<file path="src/rtl/vflag_pkg.sv">
// Shared constants and slice helpers for the vector flag read-bypass stage.
package vflag_pkg;

  localparam int unsigned NUMLANES_DEF    = 2;
  localparam int unsigned WIDTH_DEF       = 4;
  localparam int unsigned LOG2NUMREGS_DEF = 9;
  localparam int unsigned CNTW_DEF        = 16;

  // LSB of lane `lane` inside a packed per-lane bus whose slices are `w` bits wide.
  function automatic int unsigned lane_lsb(int unsigned lane, int unsigned w);
    return lane * w;
  endfunction

endpackage

</file>
<file path="src/rtl/vflag_bypass_lane.sv">
// One read port of one lane: captures same-cycle write hits and muxes the
// written flags over the regfile's stale output on the following cycle.
module vflag_bypass_lane
  import vflag_pkg::*;
#(
  parameter int unsigned WIDTH       = WIDTH_DEF,
  parameter int unsigned LOG2NUMREGS = LOG2NUMREGS_DEF
) (
  input  logic                   clk,
  input  logic                   resetn,
  input  logic [LOG2NUMREGS-1:0] rd_reg,
  input  logic                   rd_en,
  input  logic [LOG2NUMREGS-1:0] wr_reg,
  input  logic [WIDTH-1:0]       wr_data,
  input  logic                   wr_en,
  input  logic [WIDTH-1:0]       rf_data,
  output logic [WIDTH-1:0]       data_out,
  output logic                   valid,
  output logic                   hit_pulse
);

  logic             hit_q, hit_d;
  logic [WIDTH-1:0] fwd_data_q, fwd_data_d;
  logic             valid_q;

  // wr_en gates the compare so undriven addresses never leak X into hit.
  always_comb begin
    hit_pulse  = rd_en && wr_en && (wr_reg == rd_reg);
    hit_d      = hit_q;
    fwd_data_d = fwd_data_q;
    if (rd_en) begin
      hit_d      = wr_en && (wr_reg == rd_reg);
      fwd_data_d = wr_data;
    end
  end

  always_ff @(posedge clk) begin
    if (resetn) begin
      hit_q      <= 1'b0;
      fwd_data_q <= '0;
      valid_q    <= 1'b0;
    end else begin
      hit_q      <= hit_d;
      fwd_data_q <= fwd_data_d;
      valid_q    <= rd_en;
    end
  end

  always_comb begin
    data_out = hit_q ? fwd_data_q : rf_data;
    valid    = valid_q;
  end

endmodule

</file>
<file path="src/rtl/vflag_read_bypass.sv">
// Read-after-write bypass for both flag read ports of every lane, with
// saturating counters of how many reads were served from the bypass.
module vflag_read_bypass
  import vflag_pkg::*;
#(
  parameter int unsigned NUMLANES    = NUMLANES_DEF,
  parameter int unsigned WIDTH       = WIDTH_DEF,
  parameter int unsigned LOG2NUMREGS = LOG2NUMREGS_DEF,
  parameter int unsigned CNTW        = CNTW_DEF
) (
  input  logic                            clk,
  input  logic                            resetn,
  input  logic [NUMLANES*LOG2NUMREGS-1:0] a_reg,
  input  logic [NUMLANES-1:0]             a_en,
  input  logic [NUMLANES*LOG2NUMREGS-1:0] b_reg,
  input  logic [NUMLANES-1:0]             b_en,
  input  logic [NUMLANES*LOG2NUMREGS-1:0] c_reg,
  input  logic [NUMLANES*WIDTH-1:0]       c_writedatain,
  input  logic [NUMLANES-1:0]             c_we,
  input  logic [NUMLANES*WIDTH-1:0]       rf_a_readdata,
  input  logic [NUMLANES*WIDTH-1:0]       rf_b_readdata,
  output logic [NUMLANES*WIDTH-1:0]       a_readdataout,
  output logic [NUMLANES*WIDTH-1:0]       b_readdataout,
  output logic [NUMLANES-1:0]             a_valid,
  output logic [NUMLANES-1:0]             b_valid,
  output logic [CNTW-1:0]                 a_fwd_count,
  output logic [CNTW-1:0]                 b_fwd_count
);

  localparam int unsigned     SumW   = CNTW + $clog2(NUMLANES + 1);
  localparam logic [CNTW-1:0] CntMax = '1;

  logic [NUMLANES-1:0] a_hit, b_hit;
  logic [CNTW-1:0]     a_cnt_q, a_cnt_d;
  logic [CNTW-1:0]     b_cnt_q, b_cnt_d;

  for (genvar l = 0; l < NUMLANES; l++) begin : g_lane
    localparam int unsigned AddrLsb = lane_lsb(l, LOG2NUMREGS);
    localparam int unsigned DataLsb = lane_lsb(l, WIDTH);

    vflag_bypass_lane #(
      .WIDTH       (WIDTH),
      .LOG2NUMREGS (LOG2NUMREGS)
    ) u_port_a (
      .clk       (clk),
      .resetn    (resetn),
      .rd_reg    (a_reg[AddrLsb +: LOG2NUMREGS]),
      .rd_en     (a_en[l]),
      .wr_reg    (c_reg[AddrLsb +: LOG2NUMREGS]),
      .wr_data   (c_writedatain[DataLsb +: WIDTH]),
      .wr_en     (c_we[l]),
      .rf_data   (rf_a_readdata[DataLsb +: WIDTH]),
      .data_out  (a_readdataout[DataLsb +: WIDTH]),
      .valid     (a_valid[l]),
      .hit_pulse (a_hit[l])
    );

    vflag_bypass_lane #(
      .WIDTH       (WIDTH),
      .LOG2NUMREGS (LOG2NUMREGS)
    ) u_port_b (
      .clk       (clk),
      .resetn    (resetn),
      .rd_reg    (b_reg[AddrLsb +: LOG2NUMREGS]),
      .rd_en     (b_en[l]),
      .wr_reg    (c_reg[AddrLsb +: LOG2NUMREGS]),
      .wr_data   (c_writedatain[DataLsb +: WIDTH]),
      .wr_en     (c_we[l]),
      .rf_data   (rf_b_readdata[DataLsb +: WIDTH]),
      .data_out  (b_readdataout[DataLsb +: WIDTH]),
      .valid     (b_valid[l]),
      .hit_pulse (b_hit[l])
    );
  end

  // Sum in a wider accumulator so several lanes hitting at the top cannot wrap.
  function automatic logic [CNTW-1:0] sat_add(input logic [CNTW-1:0]     cnt,
                                              input logic [NUMLANES-1:0] hits);
    logic [SumW-1:0] sum;
    sum = SumW'(cnt);
    for (int l = 0; l < NUMLANES; l++) begin
      sum = sum + SumW'(hits[l]);
    end
    return (sum > SumW'(CntMax)) ? CntMax : sum[CNTW-1:0];
  endfunction

  always_comb begin
    a_cnt_d = sat_add(a_cnt_q, a_hit);
    b_cnt_d = sat_add(b_cnt_q, b_hit);
  end

  always_ff @(posedge clk) begin
    if (resetn) begin
      a_cnt_q <= '0;
      b_cnt_q <= '0;
    end else begin
      a_cnt_q <= a_cnt_d;
      b_cnt_q <= b_cnt_d;
    end
  end

  always_comb begin
    a_fwd_count = a_cnt_q;
    b_fwd_count = b_cnt_q;
  end

endmodule

</file>
<file path="config.mk">
export PLATFORM = sky130hd
export DESIGN_NAME = vflag_read_bypass
export DESIGN_NICKNAME = d
export VERILOG_FILES = /design/src/rtl/vflag_pkg.sv /design/src/rtl/vflag_bypass_lane.sv /design/src/rtl/vflag_read_bypass.sv
export SDC_FILE = /design/constraint.sdc
export NUM_CORES = 1
export LEC_CHECK = 0
export CAP_MARGIN = 40
export CORE_AREA = 8 8 83 85
export CTS_CLUSTER_DIAMETER = 200
export DETAILED_ROUTE_END_ITERATION = 8
export DIE_AREA = 0 0 91 93
export DONT_BUFFER_PORTS = 1
export PLACE_DENSITY = 0.69
export SETUP_SLACK_MARGIN = 0.1
export SLEW_MARGIN = 25
export SYNTH_ARGS = -nofsm -noshare
export SYNTH_HDL_FRONTEND = slang
export SYNTH_SLANG_ARGS = --single-unit
</file>
<file path="constraint.sdc">
create_clock -name clk -period 3.9 [get_ports clk]
set_input_delay 0.78 -clock clk [delete_from_list [all_inputs] [get_ports clk]]
set_output_delay 0.78 -clock clk [all_outputs]
set_load 0.02 [all_outputs]
</file>
Word-level counts from Yosys, hierarchy flattened
Cells that the tools add are included.
{"block": "word_totals", "inputBits": 86, "output_inout_bits": 52, "word_cells": 42, "regBits": 56}
{"block": "op_classes", "n_mux": 6, "n_addsub": 4, "reduce_logical": 12, "eq_ne": 4, "order_cmp": 2}
{"operator": "adder 17 x 1 -> 18 bit", "n": 2}
{"operator": "equality test 9 bit", "n": 4}
{"operator": "greater-than comparator 18 x 16 -> 1 bit, second input constant", "n": 2}
{"operator": "adder 16 x 1 -> 17 bit", "n": 2}
{"operator": "two-way mux 16 bit", "n": 2}
{"operator": "two-way mux 4 bit", "n": 4}
{"operator": "logical AND 1 bit", "n": 12}

Longest topological paths before layout
{"block": "logic_depth", "word_depth": 6, "ltp_mapped": 12, "mapped_depth_nobuf": 10}

Hierarchy
A second synthesis with hierarchy kept.
{"block": "unflattened", "hier_cells": 321, "area_unflattened_um2": 3094.2}
{"mod": "vflag_read_bypass", "cells_per_inst": 169, "instances": 1, "seq_area_each_um2": 640.6, "area_each_um2": 1592.8}
{"mod": "vflag_bypass_lane", "cells_per_inst": 38, "instances": 4, "seq_area_each_um2": 120.1, "area_each_um2": 375.4}

Least setup slack after synthesis
OpenSTA, ideal clock, no wires.
{"block": "synth_timing", "kind": "input -> register", "from": "in a_en[1]", "to": "reg a_cnt_q[7] (netlist: a_fwd_count[7])", "setup_ps": 71, "n_path_buf": 3, "path_slack_ps": 987, "arrival_ps": 2843, "required_ps": 3829, "stages": 12, "cell_sequence": "clkbuf_1 > and3_1 > nand3_1 > fa_1 > inv_1 > ha_1 > and3_1 > buf_4 > and3_1 > nand3_1 > buf_2 > a21oi_1"}
{"block": "synth_via", "elab_chain_cells": 5}
{"element": "from (decl)", "line_no": "vflag_read_bypass.sv:14", "rtl": "input logic [NUMLANES-1:0] a_en,"}
{"element": "logical AND 1 bit * (2 in series)", "line_no": "vflag_bypass_lane.sv:28", "rtl": "hit_pulse = rd_en && wr_en && (wr_reg == rd_reg);"}
{"element": "adder 17 x 1 -> 18 bit *", "line_no": "vflag_read_bypass.sv:82", "rtl": "sum = sum + SumW'(hits[l]);"}
{"element": "greater-than comparator 18 x 16 -> 1 bit", "line_no": "vflag_read_bypass.sv:84", "rtl": "return (sum > SumW'(CntMax)) ? CntMax : sum[CNTW-1:0];"}
{"element": "two-way mux 16 bit *", "line_no": "vflag_read_bypass.sv:84"}
{"element": "to (signal assigned)", "line_no": "vflag_read_bypass.sv:97", "rtl": "a_cnt_q <= a_cnt_d;"}
{"element": "to (decl)", "line_no": "vflag_read_bypass.sv:34", "rtl": "logic [CNTW-1:0] a_cnt_q, a_cnt_d;"}
Every way passes the cells marked *; elsewhere a longest branch is shown, timed or not.
A chain may end at the register's enable or synchronous reset.

Worst setup path in the final report
{"block": "layout_timing", "from": "in c_reg[16]", "to": "reg a_cnt_q[0] (netlist: a_fwd_count[0])"}
{"block": "layout_via", "elab_chain_cells": 5}
{"element": "from (decl)", "line_no": "vflag_read_bypass.sv:17", "rtl": "input logic [NUMLANES*LOG2NUMREGS-1:0] c_reg,"}
{"element": "equality test 9 bit *", "line_no": "vflag_bypass_lane.sv:28"}
{"element": "logical AND 1 bit *", "line_no": "vflag_bypass_lane.sv:28"}
{"element": "adder 17 x 1 -> 18 bit *", "line_no": "vflag_read_bypass.sv:82"}
{"element": "greater-than comparator 18 x 16 -> 1 bit", "line_no": "vflag_read_bypass.sv:84"}
{"element": "two-way mux 16 bit *", "line_no": "vflag_read_bypass.sv:84"}
Marks and branches as above.

==> run summary <==
status = completed
Resized Gates After CTS = 0
TritonCTS clock tree = yes
max-slew violations = 0
Worst Hold Path Cells = 2
Slew @ Worst Pin = 0.501 ns
master of the slowest instance on the critical path = fa_1
Top Family by Delay on Critical Path = simple AND/OR/NAND/NOR gates
Post-synth EDFFs = 0
sequential area share after synthesis = 37.9%
Synth area leaders = dfxtp_1, xor2_1, mux2_2, mux2i_1, a21oi_1
syn avg cell area = 9.54 µm²
Mapped Cells = 310
leak pwr = 0.00114 µW
Routed WL per cell = 18.8 µm
Netlist Area Pre-Place = 2960 µm²
DRT antenna net count = 0
Peak Freq = 0.333 GHz
dpl hpwl = 5510 µm
Synth async-reset ratio = 0%
critical path cell sequence = xor2_1, nor4_1, nand3_1, fa_1, inv_1, ha_1, and3_1, and3_1, nand3_1, a21oi_1
port buffer count = 0
reg2reg path depth = 8
Ant. Diodes = 0
synth unique cells = 43
grt ovf = 0
setup_tns = 0 ns
RR Startpoint = a_fwd_count[0]$_SDFF_PP0_
area of the core = 5680 µm²
Startpoint Class = input port
synth-to-layout area growth = 3.34%
PD cells = 341 nW/µm²
slowest stage delay, CP = 0.46 ns
count leader, synth = dfxtp_1
DR iter-0 viols = 42
Seq cells post-synth = 56
layout cell share with drive strength beyond 1 = 10.7%
Hold Path Class = reg -> reg
CP max FO = 13
crit path DAT = 3.23 ns
YS warnings = 0
die width = 91 µm
CTS Buf Count = 5
Req. time, crit path = 4.13 ns
WS Path Type = in -> reg
Worst-path clk slew = 0.10 ns
first-pass GRT wire length = 11300 µm
largest net degree at the start of global routing = 58
Reg2Reg Capture Point = a_fwd_count[0]$_SDFF_PP0_
vias in the first global route = 2211
DRC viols = 0
GR Util All Layers = 16.0%
Die Footprint = 8460 µm²
Pre-antenna DRT Iters = 4
Routed WL = 7060 µm
max_slew headroom = 66.5%
dpl cells = 367
min Tclk post-route = 3.00 ns
FP Rows = 28
initial antenna violation count = 0
r2r setup slk = 1.53 ns
Finished Layout Cells = 375
worst setup path end = a_fwd_count[0]$_SDFF_PP0_
H-tree depth reported by CTS = 2
# nets final = 389
clk_skew = 0.00256 ns
Syn Nets = 400
final setup fails = 0
Final Hold Viols = 0
worst path bufs/invs = 1
crit path from = c_reg[16]
RePlAce Congestion = 0.748
unrepaired setup endpoints after global routing = false
Die Y = 93 µm
CTS root buffer = clkbuf_8
maximum buffer depth of the clock tree = 2
CTS hold repair buffers = 0
Sink Count = 56
number of cells on the critical path = 10
DR vias = 2157
Critical Path End Type = flip-flop
share of the synthesized area in the top cell type = 37.9%
Initial Util = 52.1%
Max Cap Viol = 0
Clock Latency Late Sink = 0.30 ns
largest vdd supply drop = 0.175 mV
post-CTS setup buffer count = 0
Synth top cells by count = dfxtp_1, xor2_1, a21oi_1
# IOs = 138
crit share post-route = 76.9%
Synth Flop Type = dfxtp_1
Via-to-Cell Ratio = 5.75
largest area contributor in the netlist = dfxtp_1
[worst min-delay path: stages, from the launching register on]
cell	delay [ns]
dfxtp_1	0.33
mux2i_1	0.06
nor2_1	0.07
[through the flow]
stage / worst slack [ns] / utilization, % / instance area [µm²] / power [µW] / hold WS [ns]
6_report: 0.901 / 53.8 / 3060 / 1040 / 0.501
5_1_grt: 0.693 / 53.8 / 3060 / 1080 / 0.517
4_1_cts: 0.888 / 53.8 / 3060 / 1050 / 0.508
3_5_place_dp: 0.587 / 51.9 / 2950 / 680 / 0.481
3_3_place_gp: 0.632 / 51.9 / 2950 / 679 / 0.469
2_1_floorplan: 0.987 / - / 2960 / 683 / 0.454
[per-layer routing]
layer / share of wire (%) / GRT usage, % / vias up
li1: - / - / 1058
met3: 11 / 7.77 / 2
met5: 0 / 0 / -
met1: 41 / 18.4 / 1001
met4: 0.45 / 3.68 / 0
met2: 48 / 26.5 / 96
[cells in the final DEF, fill, tap and decap left out, types with 2 or more instances in the layout]
master    synthesis  final
mux2i_1          16     16
a21oi_1          29     29
dfxtp_1          56     56
xor2_1           43     43
nor3_1            3      3
xnor2_1          12     12
nor2_1           21     21
nand2_1           5      5
nand4_1           6      6
mux2_2           17     17
ha_1              2      2
and3_1           11     11
fa_1              2      2
clkbuf_8          0      5
a31oi_1           7      7
nand2b_1          4      4
inv_1             6      6
nor4_1           10     10
nand3_1          13     13
a311oi_1          2      2
a211oi_1          2      2
nor2b_1           7      7
[area by class of cell]
type	instances	area, µm²
fillers	542	2620
clock buffers	6	72.6
well taps	75	93.8
inverters	6	22.5
flip-flops and latches	56	1120
clock inverters	2	35.0
multi-input cells	229	1700
repair buffers	1	7.51
[power by group]
part / internal, µW / switching [µW]
Combinational: 39.0 / 35.1
Clock: 191 / 185
Sequential: 584 / 8.77
Total: 814 / 228
[flip-flops by register name (all words and copies together) (netlist names)]
register / flops
a_fwd_count: 16
b_fwd_count: 16
g_lane.u_port_a.fwd_data_q: 8
g_lane.u_port_b.fwd_data_q: 8
g_lane.u_port_a.hit_q: 2
g_lane.u_port_a.valid: 2
g_lane.u_port_b.hit_q: 2
g_lane.u_port_b.valid: 2
[kinds of logic after synthesis]
family	after synthesis	synth area share, %
xor gates and xnor gates	55	16.3
AOI/OAI and AO/OA	44	8.59
buffers and inverters	25	4.49
and+or+nand+nor	93	18.6
muxes	33	11.9
DFF	56	37.9
adders and majority gates	4	2.20
[worst min path at each step]
stage                                                        startpoint                                            end  slack [ns]
after global placement    g_lane[1].u_port_a.fwd_data_q[1]$_SDFFE_PP0P_  g_lane[1].u_port_a.fwd_data_q[1]$_SDFFE_PP0P_        0.47
final                     g_lane[0].u_port_b.fwd_data_q[0]$_SDFFE_PP0P_  g_lane[0].u_port_b.fwd_data_q[0]$_SDFFE_PP0P_        0.50
after detailed placement  g_lane[1].u_port_a.fwd_data_q[1]$_SDFFE_PP0P_  g_lane[1].u_port_a.fwd_data_q[1]$_SDFFE_PP0P_        0.48
after floorplan           g_lane[0].u_port_a.fwd_data_q[0]$_SDFFE_PP0P_  g_lane[0].u_port_a.fwd_data_q[0]$_SDFFE_PP0P_        0.45
after CTS                 g_lane[1].u_port_a.fwd_data_q[1]$_SDFFE_PP0P_  g_lane[1].u_port_a.fwd_data_q[1]$_SDFFE_PP0P_        0.51
after global routing                                             resetn                     a_fwd_count[10]$_SDFF_PP0_        0.52
(Power assumes the default switching activity.)
